==> config.mk <==
export PLATFORM = sky130hd
export DESIGN_NAME = inv_sub_cells_serial
export DESIGN_NICKNAME = d
export VERILOG_FILES = /design/src/rtl/ldmac_pkg.sv /design/src/rtl/gs_inv.sv /design/src/rtl/inv_sub_cells_serial.sv
export SDC_FILE = /design/constraint.sdc
export NUM_CORES = 1
export LEC_CHECK = 0
export CAP_MARGIN = 5
export CORE_UTILIZATION = 47
export CTS_BUF_LIST = sky130_fd_sc_hd__clkbuf_8
export CTS_CLUSTER_DIAMETER = 150
export CTS_CLUSTER_SIZE = 10
export DETAILED_ROUTE_END_ITERATION = 8
export HOLD_SLACK_MARGIN = 0.05
export PLACE_DENSITY = 0.89
export SLEW_MARGIN = 20
export SYNTH_ARGS = -nofsm -noshare
export SYNTH_HDL_FRONTEND = slang
export SYNTH_SLANG_ARGS = --single-unit
==> constraint.sdc <==
create_clock -name clk -period 3.4 [get_ports clk]
set_input_delay 0.85 -clock clk [delete_from_list [all_inputs] [get_ports clk]]
set_output_delay 0.85 -clock clk [all_outputs]
set_load 0.005 [all_outputs]
==> src/rtl/ldmac_pkg.sv <==
// ---------------------------------------------------------------------------
// ldmac_pkg
// Shared definitions for the bitsliced S-box blocks.
//   state_t   : controller state encoding (IDLE, RUN, DONE)
//   NUM_COLS  : number of 4-bit columns in one state (16)
//   PLANE_W   : width of one bitsliced plane a0..a3 / b0..b3 (16)
// ---------------------------------------------------------------------------
package ldmac_pkg;

    localparam int NUM_COLS = 16;
    localparam int PLANE_W  = 16;

    typedef enum logic [1:0] {
        IDLE = 2'd0,
        RUN  = 2'd1,
        DONE = 2'd2
    } state_t;

endpackage

==> src/rtl/gs_inv.sv <==
// ---------------------------------------------------------------------------
// gs_inv
// Combinational inverse of the forward 4-bit GS S-box.
//   x         : input  [3:0]  S-box output value to be inverted
//   sbox_type : input         0 = inverse of the PRESENT-style GS box,
//                             1 = inverse of the GIFT-style GS box
//   y         : output [3:0]  GS(sbox_type)^-1 (x)
// Forward boxes (index 0..F):
//   type 0 : C 5 6 B 9 0 A D 3 E F 8 4 7 1 2
//   type 1 : 1 A 4 C 6 F 3 9 2 D B 7 5 0 8 E
// ---------------------------------------------------------------------------
module gs_inv (
    input  logic [3:0] x,
    input  logic       sbox_type,
    output logic [3:0] y
);

    logic [3:0] inv0;
    logic [3:0] inv1;

    always_comb begin
        inv0 = 4'h0;
        case (x)
            4'h0: inv0 = 4'h5;  4'h1: inv0 = 4'hE;  4'h2: inv0 = 4'hF;  4'h3: inv0 = 4'h8;
            4'h4: inv0 = 4'hC;  4'h5: inv0 = 4'h1;  4'h6: inv0 = 4'h2;  4'h7: inv0 = 4'hD;
            4'h8: inv0 = 4'hB;  4'h9: inv0 = 4'h4;  4'hA: inv0 = 4'h6;  4'hB: inv0 = 4'h3;
            4'hC: inv0 = 4'h0;  4'hD: inv0 = 4'h7;  4'hE: inv0 = 4'h9;  4'hF: inv0 = 4'hA;
            default: inv0 = 4'h0;
        endcase
    end

    always_comb begin
        inv1 = 4'h0;
        case (x)
            4'h0: inv1 = 4'hD;  4'h1: inv1 = 4'h0;  4'h2: inv1 = 4'h8;  4'h3: inv1 = 4'h6;
            4'h4: inv1 = 4'h2;  4'h5: inv1 = 4'hC;  4'h6: inv1 = 4'h4;  4'h7: inv1 = 4'hB;
            4'h8: inv1 = 4'hE;  4'h9: inv1 = 4'h7;  4'hA: inv1 = 4'h1;  4'hB: inv1 = 4'hA;
            4'hC: inv1 = 4'h3;  4'hD: inv1 = 4'h9;  4'hE: inv1 = 4'hF;  4'hF: inv1 = 4'h5;
            default: inv1 = 4'h0;
        endcase
    end

    assign y = sbox_type ? inv1 : inv0;

endmodule

==> src/rtl/inv_sub_cells_serial.sv <==
// ---------------------------------------------------------------------------
// inv_sub_cells_serial
// Serial inverse SubCells over a 16-column bitsliced state. COLS_PER_CYCLE
// columns (1, 2, 4, 8 or 16) are inverted per clock, column 0 upward.
// Handshakes: a transfer happens on a rising edge where valid and ready are
// both high; the offering side holds its data until then, and ready never
// depends on valid.
// Ports:
//   clk, rst_n           : clock, asynchronous active-low reset
//   in_valid / in_ready  : input handshake (in_ready only in IDLE)
//   a0..a3               : bitsliced input, column i = {a3[i],a2[i],a1[i],a0[i]}
//   sbox_type            : GS box selector, captured with the input
//   out_valid / out_ready: output handshake (out_valid only in DONE)
//   b0..b3               : bitsliced result, same layout as a0..a3
//   busy                 : high whenever the controller is not in IDLE
// ---------------------------------------------------------------------------
module inv_sub_cells_serial
    import ldmac_pkg::*;
#(
    parameter int COLS_PER_CYCLE = 4
) (
    input  logic               clk,
    input  logic               rst_n,
    input  logic               in_valid,
    output logic               in_ready,
    input  logic [PLANE_W-1:0] a0,
    input  logic [PLANE_W-1:0] a1,
    input  logic [PLANE_W-1:0] a2,
    input  logic [PLANE_W-1:0] a3,
    input  logic               sbox_type,
    output logic               out_valid,
    input  logic               out_ready,
    output logic [PLANE_W-1:0] b0,
    output logic [PLANE_W-1:0] b1,
    output logic [PLANE_W-1:0] b2,
    output logic [PLANE_W-1:0] b3,
    output logic               busy
);

    // STEP wraps to 0 for 16 columns per cycle; the counter then stays at 0,
    // which is also the last (and only) RUN position.
    localparam logic [3:0] STEP     = 4'(COLS_PER_CYCLE);
    localparam logic [3:0] LAST_CNT = 4'(NUM_COLS - COLS_PER_CYCLE);

    state_t             state;
    logic [3:0]         cnt;
    logic               sbox_q;
    logic [PLANE_W-1:0] w     [4];
    logic [PLANE_W-1:0] w_nxt [4];

    logic [3:0] col_idx [COLS_PER_CYCLE];
    logic [3:0] col_in  [COLS_PER_CYCLE];
    logic [3:0] col_out [COLS_PER_CYCLE];

    for (genvar k = 0; k < COLS_PER_CYCLE; k++) begin : g_col
        // cnt is always a multiple of COLS_PER_CYCLE, so cnt + k never wraps.
        assign col_idx[k] = cnt + 4'(k);
        assign col_in[k]  = {w[3][col_idx[k]], w[2][col_idx[k]],
                             w[1][col_idx[k]], w[0][col_idx[k]]};

        gs_inv u_gs_inv (
            .x         (col_in[k]),
            .sbox_type (sbox_q),
            .y         (col_out[k])
        );
    end

    // Working registers with the current group of columns substituted.
    always_comb begin
        w_nxt = w;
        for (int k = 0; k < COLS_PER_CYCLE; k++) begin
            for (int p = 0; p < 4; p++) begin
                w_nxt[p][col_idx[k]] = col_out[k][p];
            end
        end
    end

    always_ff @(posedge clk or negedge rst_n) begin
        if (!rst_n) begin
            state  <= IDLE;
            cnt    <= 4'd0;
            sbox_q <= 1'b0;
            w      <= '{default: '0};
        end else begin
            case (state)
                IDLE: begin
                    if (in_valid) begin
                        w[0]   <= a0;
                        w[1]   <= a1;
                        w[2]   <= a2;
                        w[3]   <= a3;
                        sbox_q <= sbox_type;
                        cnt    <= 4'd0;
                        state  <= RUN;
                    end
                end
                RUN: begin
                    w <= w_nxt;
                    if (cnt == LAST_CNT) begin
                        cnt   <= 4'd0;
                        state <= DONE;
                    end else begin
                        cnt <= cnt + STEP;
                    end
                end
                DONE: begin
                    if (out_ready) begin
                        state <= IDLE;
                    end
                end
                default: state <= IDLE;
            endcase
        end
    end

    // Gated with rst_n so nothing is offered while reset is held.
    assign in_ready  = rst_n && (state == IDLE);
    assign out_valid = (state == DONE);
    assign busy      = (state != IDLE);

    assign b0 = w[0];
    assign b1 = w[1];
    assign b2 = w[2];
    assign b3 = w[3];

endmodule

==> results of run 1 <==
## synthesized netlist by cell type, types with 7 or more instances
cell / count
nand2b_1: 8
a21oi_1: 53
mux2i_1: 34
mux4_2: 23
inv_1: 29
o21ai_0: 19
a22oi_1: 36
nor2b_1: 32
a21o_1: 7
nor2_1: 38
nand2_1: 19
a221o_1: 7
ha_1: 40
and2_1: 7
o21ai_1: 41
dfrtp_1: 69
buf_2: 12
mux2_2: 7
clkbuf_1: 21
## worst max-delay path: cells and delay by family (launching register included)
family | cells | cell delay (ns)
AND/OR/NAND/NOR | 1 | 0.31
AO/OA/AOI/OAI | 3 | 0.49
adder cells (fa/ha/maj) | 1 | 0.29
flip-flops | 1 | 0.47
buffers and inverters | 2 | 0.45
multiplexers | 2 | 1.03
## what timing repair did
action / CTS / global route
endpoints found under the hold margin: 0 / 0
gates resized for setup: 0 / 1
setup endpoints to repair: 0 / 4
## power breakdown
part	internal [µW]	leakage [µW]	total, µW	switching [µW]
logic	3150	0.00201	6830	3680
registers	1240	0.000856	1750	516
clock network	454	0.000116	808	353
total	4840	0.00298	9390	4550
## kinds of logic after synthesis
logic type               count (synthesis)  synth area share, %
AO/OA/AOI/OAI                          192                 22.5
XOR/XNOR                                 9                 1.47
AND/OR/NAND/NOR                        117                 10.9
buffers and inverters                   69                 5.53
adder cells (fa/ha/maj)                 40                 9.30
multiplexers                            66                 18.2
flip-flops                              69                 32.1
## registers in the layout (all words and copies together) (netlist names)
signal / count
state: 2
b2: 16
b0: 16
cnt: 2
sbox_q: 1
b3: 16
b1: 16
## per-stage QoR
step                      power, µW  instance area (µm²)  instances  utilization (%)
after floorplan                6200                 5380        562                -
after detailed placement       8420                 6840        814             62.3
after global placement         8070                 6840        814             62.3
after CTS                      9240                 7070        830             64.4
after global routing          10000                 7070        830             64.4
final                          9390                 7070        830             64.4
## area by class of cell
cell class,instances,area share (%)
clock buffers,11,2.14
well taps,140,2.48
flip-flops and latches,69,24.4
multi-input cells,424,47.4
inverters,29,1.54
clock inverters,5,1.15
repair buffers,152,20.8
## how the worst max path moves through the flow
stage,start,end,slack (ns)
CTS,cnt[2],b2[15],0.14
floorplan,cnt[2],b2[1],0.17
finish,cnt[2],b2[15],0.25
detailed placement,cnt[2],b2[15],0.17
global route,cnt[2],b2[11],0.03
global placement,cnt[2],b2[11],0.32
## metal layers
layer	part of all wire, %	GRT usage (%)	vias up	wire length, µm
met5	0	0	-	0
li1	-	-	2304	-
met2	47	47.2	300	8170
met3	8.3	6.22	47	1420
met1	41	40.2	2554	7070
met4	3.2	13.1	0	546
==> results.yml, run 1 <==
clock_tree:
  cts_tree: "yes"
  cts.sinks: 69
  cts-buffers-inserted: 9
  cts-root-buf: "clkbuf_8"
  insertion_delay_ns: 0.38
  ctsHtreeMaxLevel: 3
  postCtsSetupRepairBufs: 0
  postCtsHoldBufs: 0
  clk_pin_slew_worst_paths_ns: 0.08
  clockBufferDepth: 2
place:
  port_buffers: 135
  hpwl_um: 12600
  place_congestion: 0.901
  dpl_worst_slack_ns: 0.169
critical_path:
  worstPathCellList: "buf_4, mux4_2, inv_1, ha_1, mux4_2, or3_1, o311ai_0, o22ai_1, o21ai_0"
  crit_path_start_kind: "flip-flop"
  r2r-end: "b2[15]"
  critPathMaxFanout: 11
  path_class: "reg -> reg"
  max_stage_delay_ns: 0.61
  crit_top_cell: "mux4_2"
  critPathArrivalTime_ns: 3.43
  worstReg2RegStart: "cnt[2]"
  rr_worst_depth: 9
  worst_setup_path_end_kind: "flip-flop"
  regToRegSetupSlack_ns: 0.25
  slowest_stage: "mux4_2"
  worstPathRequired_ns: 3.68
logic_synthesis:
  ys_seq_area_share_pct: 32.1
  yosysTopAreaCell: "dfrtp_1"
  ys_warn_count: 0
  avgSynthCellArea_um2: 9.57
  synth_async_sr_flop_share_pct: 100
  synth-edff-count: 0
  synthTopCellsByArea: "dfrtp_1, mux4_2, ha_1"
  syn_inst: 562
  ys_seq_elements: 69
  yosysUniqueCellTypes: 54
  synth_area_um2: 5380
  synth_ff_type: "dfrtp_1"
  synth_top_cell_area_share_pct: 32.1
  syn-num-nets: 671
sta:
  finalHoldViolations: 0
  rsz0062_at_grt: "false"
  period_needed_ns: 3.15
  fin_ws_ns: 0.251
  drv_slew: 0
  tightest_slew_ns: 1.04
  fmax_ghz: 0.318
  finalSetupViolations: 0
  fin_skew_ns: 0.0176
  timing.final.crit_share_pct: 92.6
  worst_hold_slack_ns: 0.553
  finalSetupTns_ns: 0
  maxSlewHeadroom_pct: 30.1
floorplanning:
  rows: 38
  dieArea_um2: 11900
  die_w_um: 109
  start_util_pct: 49.0
  io_pins: 136
  die_h_um: 109
  core-area_um2: 11000
drt:
  wl_per_cell_um: 20.7
  firstDrtPassIters: 5
  vias: 5205
  drc: 0
  ant_nets: 0
  drt_iter0_markers: 494
  routed_wl_um: 17200
  via_per_inst: 6.27
min_path:
  min_path_cells: 2
  min_path_type: "reg -> reg"
  min_from: "b2[8]"
  min_delay_worst_endpoint: "b2[8]"
cells_and_area:
  final_nets: 794
  n_fill_cell: 831
  syn2layout_area_growth_pct: 31.5
  multiInputGateArea_um2: 3360
  layout_common_cells: "clkdlybuf4s50_1, dfrtp_1, a21oi_1, o21ai_1, ha_1"
  layout_commonest_cell: "clkdlybuf4s50_1"
  regArea_um2: 1730
  diodes: 0
  drive_above_1_share_pct: 10.4
pwr:
  p_leak_uw: 0.00298
  ir_worst_vdd_v: 0.000581
  powerDensity_nw_per_um2: 1330
global_routing:
  grt_max_degree: 70
  antenna_found_initial: 0
  grt_pass1_vias: 5076
  grt.total_usage_pct: 30.1
  grt_first_pass_wirelength_um: 27000
  grt-ovfl-total: 0
run_status:
  outcome: "finished clean"
job:
  drv_cap: 0
(Power assumes the default switching activity.)
==> run 2: changes to the inputs <==
--- a/config.mk
+++ b/config.mk
@@ -13,6 +13,7 @@
 export DETAILED_ROUTE_END_ITERATION = 8
 export HOLD_SLACK_MARGIN = 0.05
 export PLACE_DENSITY = 0.89
+export SKIP_LAST_GASP = 1
 export SLEW_MARGIN = 20
 export SYNTH_ARGS = -nofsm -noshare
 export SYNTH_HDL_FRONTEND = slang
==> constraint.sdc (replaced) <==
create_clock -name clk -period 2.6 [get_ports clk]
set_input_delay 0.65 -clock clk [delete_from_list [all_inputs] [get_ports clk]]
set_output_delay 0.65 -clock clk [all_outputs]
set_load 0.005 [all_outputs]
==> run 2 against run 1 <==
  * Count of clock-buffer cells in the layout unchanged
  * The flow now finishes with violations (negative setup slack)
  * Final area rose by 11%
  * Wire length rose by 26%
  * Maximum frequency up 9.7%
  * Worst setup slack got worse by 0.52 ns
  * Via count is 16% higher
  * Non-clock buffer count increased by 55
  * First-iteration DRC count is 58% higher
==> results.yml, run 2 (synthesized netlist as in run 1, its figures left out) <==
cells_and_area:
  syn2layout_area_growth_pct: 45.7
  finalCoreUtilization_pct: 71.4
  regArea_um2: 1730
  drive_above_1_share_pct: 24.7
  multiInputGateArea_um2: 3670
  layout_commonest_cell: "clkdlybuf4s50_1"
  diodes: 0
  layout_common_cells: "clkdlybuf4s50_1, dfrtp_1, buf_4, a21oi_1"
  n_fill_cell: 662
  final_nets: 849
  fin_area_um2: 7840
sta:
  timing.final.crit_share_pct: 110
  maxSlewHeadroom_pct: 28.0
  fin_skew_ns: 0.0135
  fin_ws_ns: -0.270
  finalSetupTns_ns: -4.48
  finalSetupViolations: 42
  drv_slew: 0
  rsz0062_at_grt: "true"
  period_needed_ns: 2.87
  tightest_slew_ns: 1.08
  finalHoldViolations: 0
  fmax_ghz: 0.348
critical_path:
  crit_path_start_kind: "flip-flop"
  critPathMaxFanout: 4
  regToRegSetupSlack_ns: -0.27
  critPathArrivalTime_ns: 3.18
  worstPathRequired_ns: 2.91
  path_class: "reg -> reg"
  worst_setup_path_end_kind: "flip-flop"
  rr_worst_depth: 9
place:
  port_buffers: 135
  hpwl_um: 13100
  place_congestion: 0.938
  dpl_worst_slack_ns: -0.262
  placed_cell_area_um2: 7120
run_status:
  outcome: "finished, violations left"
  violations: "negative setup slack"
global_routing:
  grt_max_degree: 70
  grt.total_usage_pct: 34.2
  grt_first_pass_wirelength_um: 30400
  grt-ovfl-total: 0
  grt_pass1_vias: 5646
  antenna_found_initial: 0
clock_tree:
  insertion_delay_ns: 0.37
  cts_tree: "yes"
  clockBufferDepth: 2
  cts-buffers-inserted: 9
  clk_pin_slew_worst_paths_ns: 0.08
  cts.sinks: 69
  postCtsHoldBufs: 0
  ctsHtreeMaxLevel: 3
  cts-root-buf: "clkbuf_8"
floorplanning:
  start_util_pct: 49.0
  io_pins: 136
  die_w_um: 109
  dieArea_um2: 11900
  rows: 38
  die_h_um: 109
  core-area_um2: 11000
drt:
  firstDrtPassIters: 7
  routed_wl_um: 21600
  ant_nets: 0
  vias: 6046
  wl_per_cell_um: 24.4
  drc: 0
  drt_iter0_markers: 779
  via_per_inst: 6.83
job:
  drv_cap: 0
min_path:
  min_path_type: "in -> async"
[run 2: cell types whose count changed in the layout (fill, tap and decap cells not counted), sizes merged]
cell      before  now
clkbuf        11   12
buf           18   72
clkinvlp       1    2
clkinv         1    2
bufinv         2    0
[run 2: layer usage]
metal | global-route usage [%] | vias to the layer above | wire [µm]
li1 | - | 2417 | -
met1 | 42.7 | 2835 | 7370
met2 | 56.2 | 610 | 10100
met3 | 6.69 | 184 | 2640
met4 | 17.2 | 0 | 1550
met5 | 0 | - | 0
[run 2: worst paths after layout]
kind | from | to
max | cnt[2] | b2[5]
min reg2reg | b2[0] | b2[0]
min in group clk | b2[0] | b2[0]
min | rst_n | b0[12]
max in group asynchronous | rst_n | b0[5]
max reg2reg | cnt[2] | b2[5]
[run 2: final cells by class]
class                           count  share of cell area [%]
Clock buffer                       11                    1.93
Clock inverter                      5                   0.431
Inverter                           29                    1.52
Multi-Input combinational cell    424                    46.8
Sequential cell                    69                    22.0
Tap cell                          140                    2.23
Timing Repair Buffer              207                    25.0
[run 2: worst max-delay path: stages, from the launching register on]
cell	delay, ns
dfrtp_1	0.38
buf_6	0.13
mux4_2	0.52
inv_2	0.11
ha_4	0.14
mux4_2	0.47
or3_1	0.36
o311a_1	0.18
a32oi_2	0.29
a221o_1	0.22
[run 2: stage by stage]
step,std cells,hold WS (ns)
floorplan,562,0.354
global placement,845,0.537
detailed placement,845,0.535
CTS,867,0.554
global route,885,0.591
finish,885,0.556
[run 2: timing repair]
item / CTS / global route
gates resized for setup: 20 / 67
gates cloned: 0 / 1
pin swaps: 10 / 22
buffers inserted: 6 / 17
endpoints found under the setup margin: 27 / 47
Power of run 2 is not shown: default switching activity piles up to over one toggle a cycle in this logic, so the estimate is an artifact.
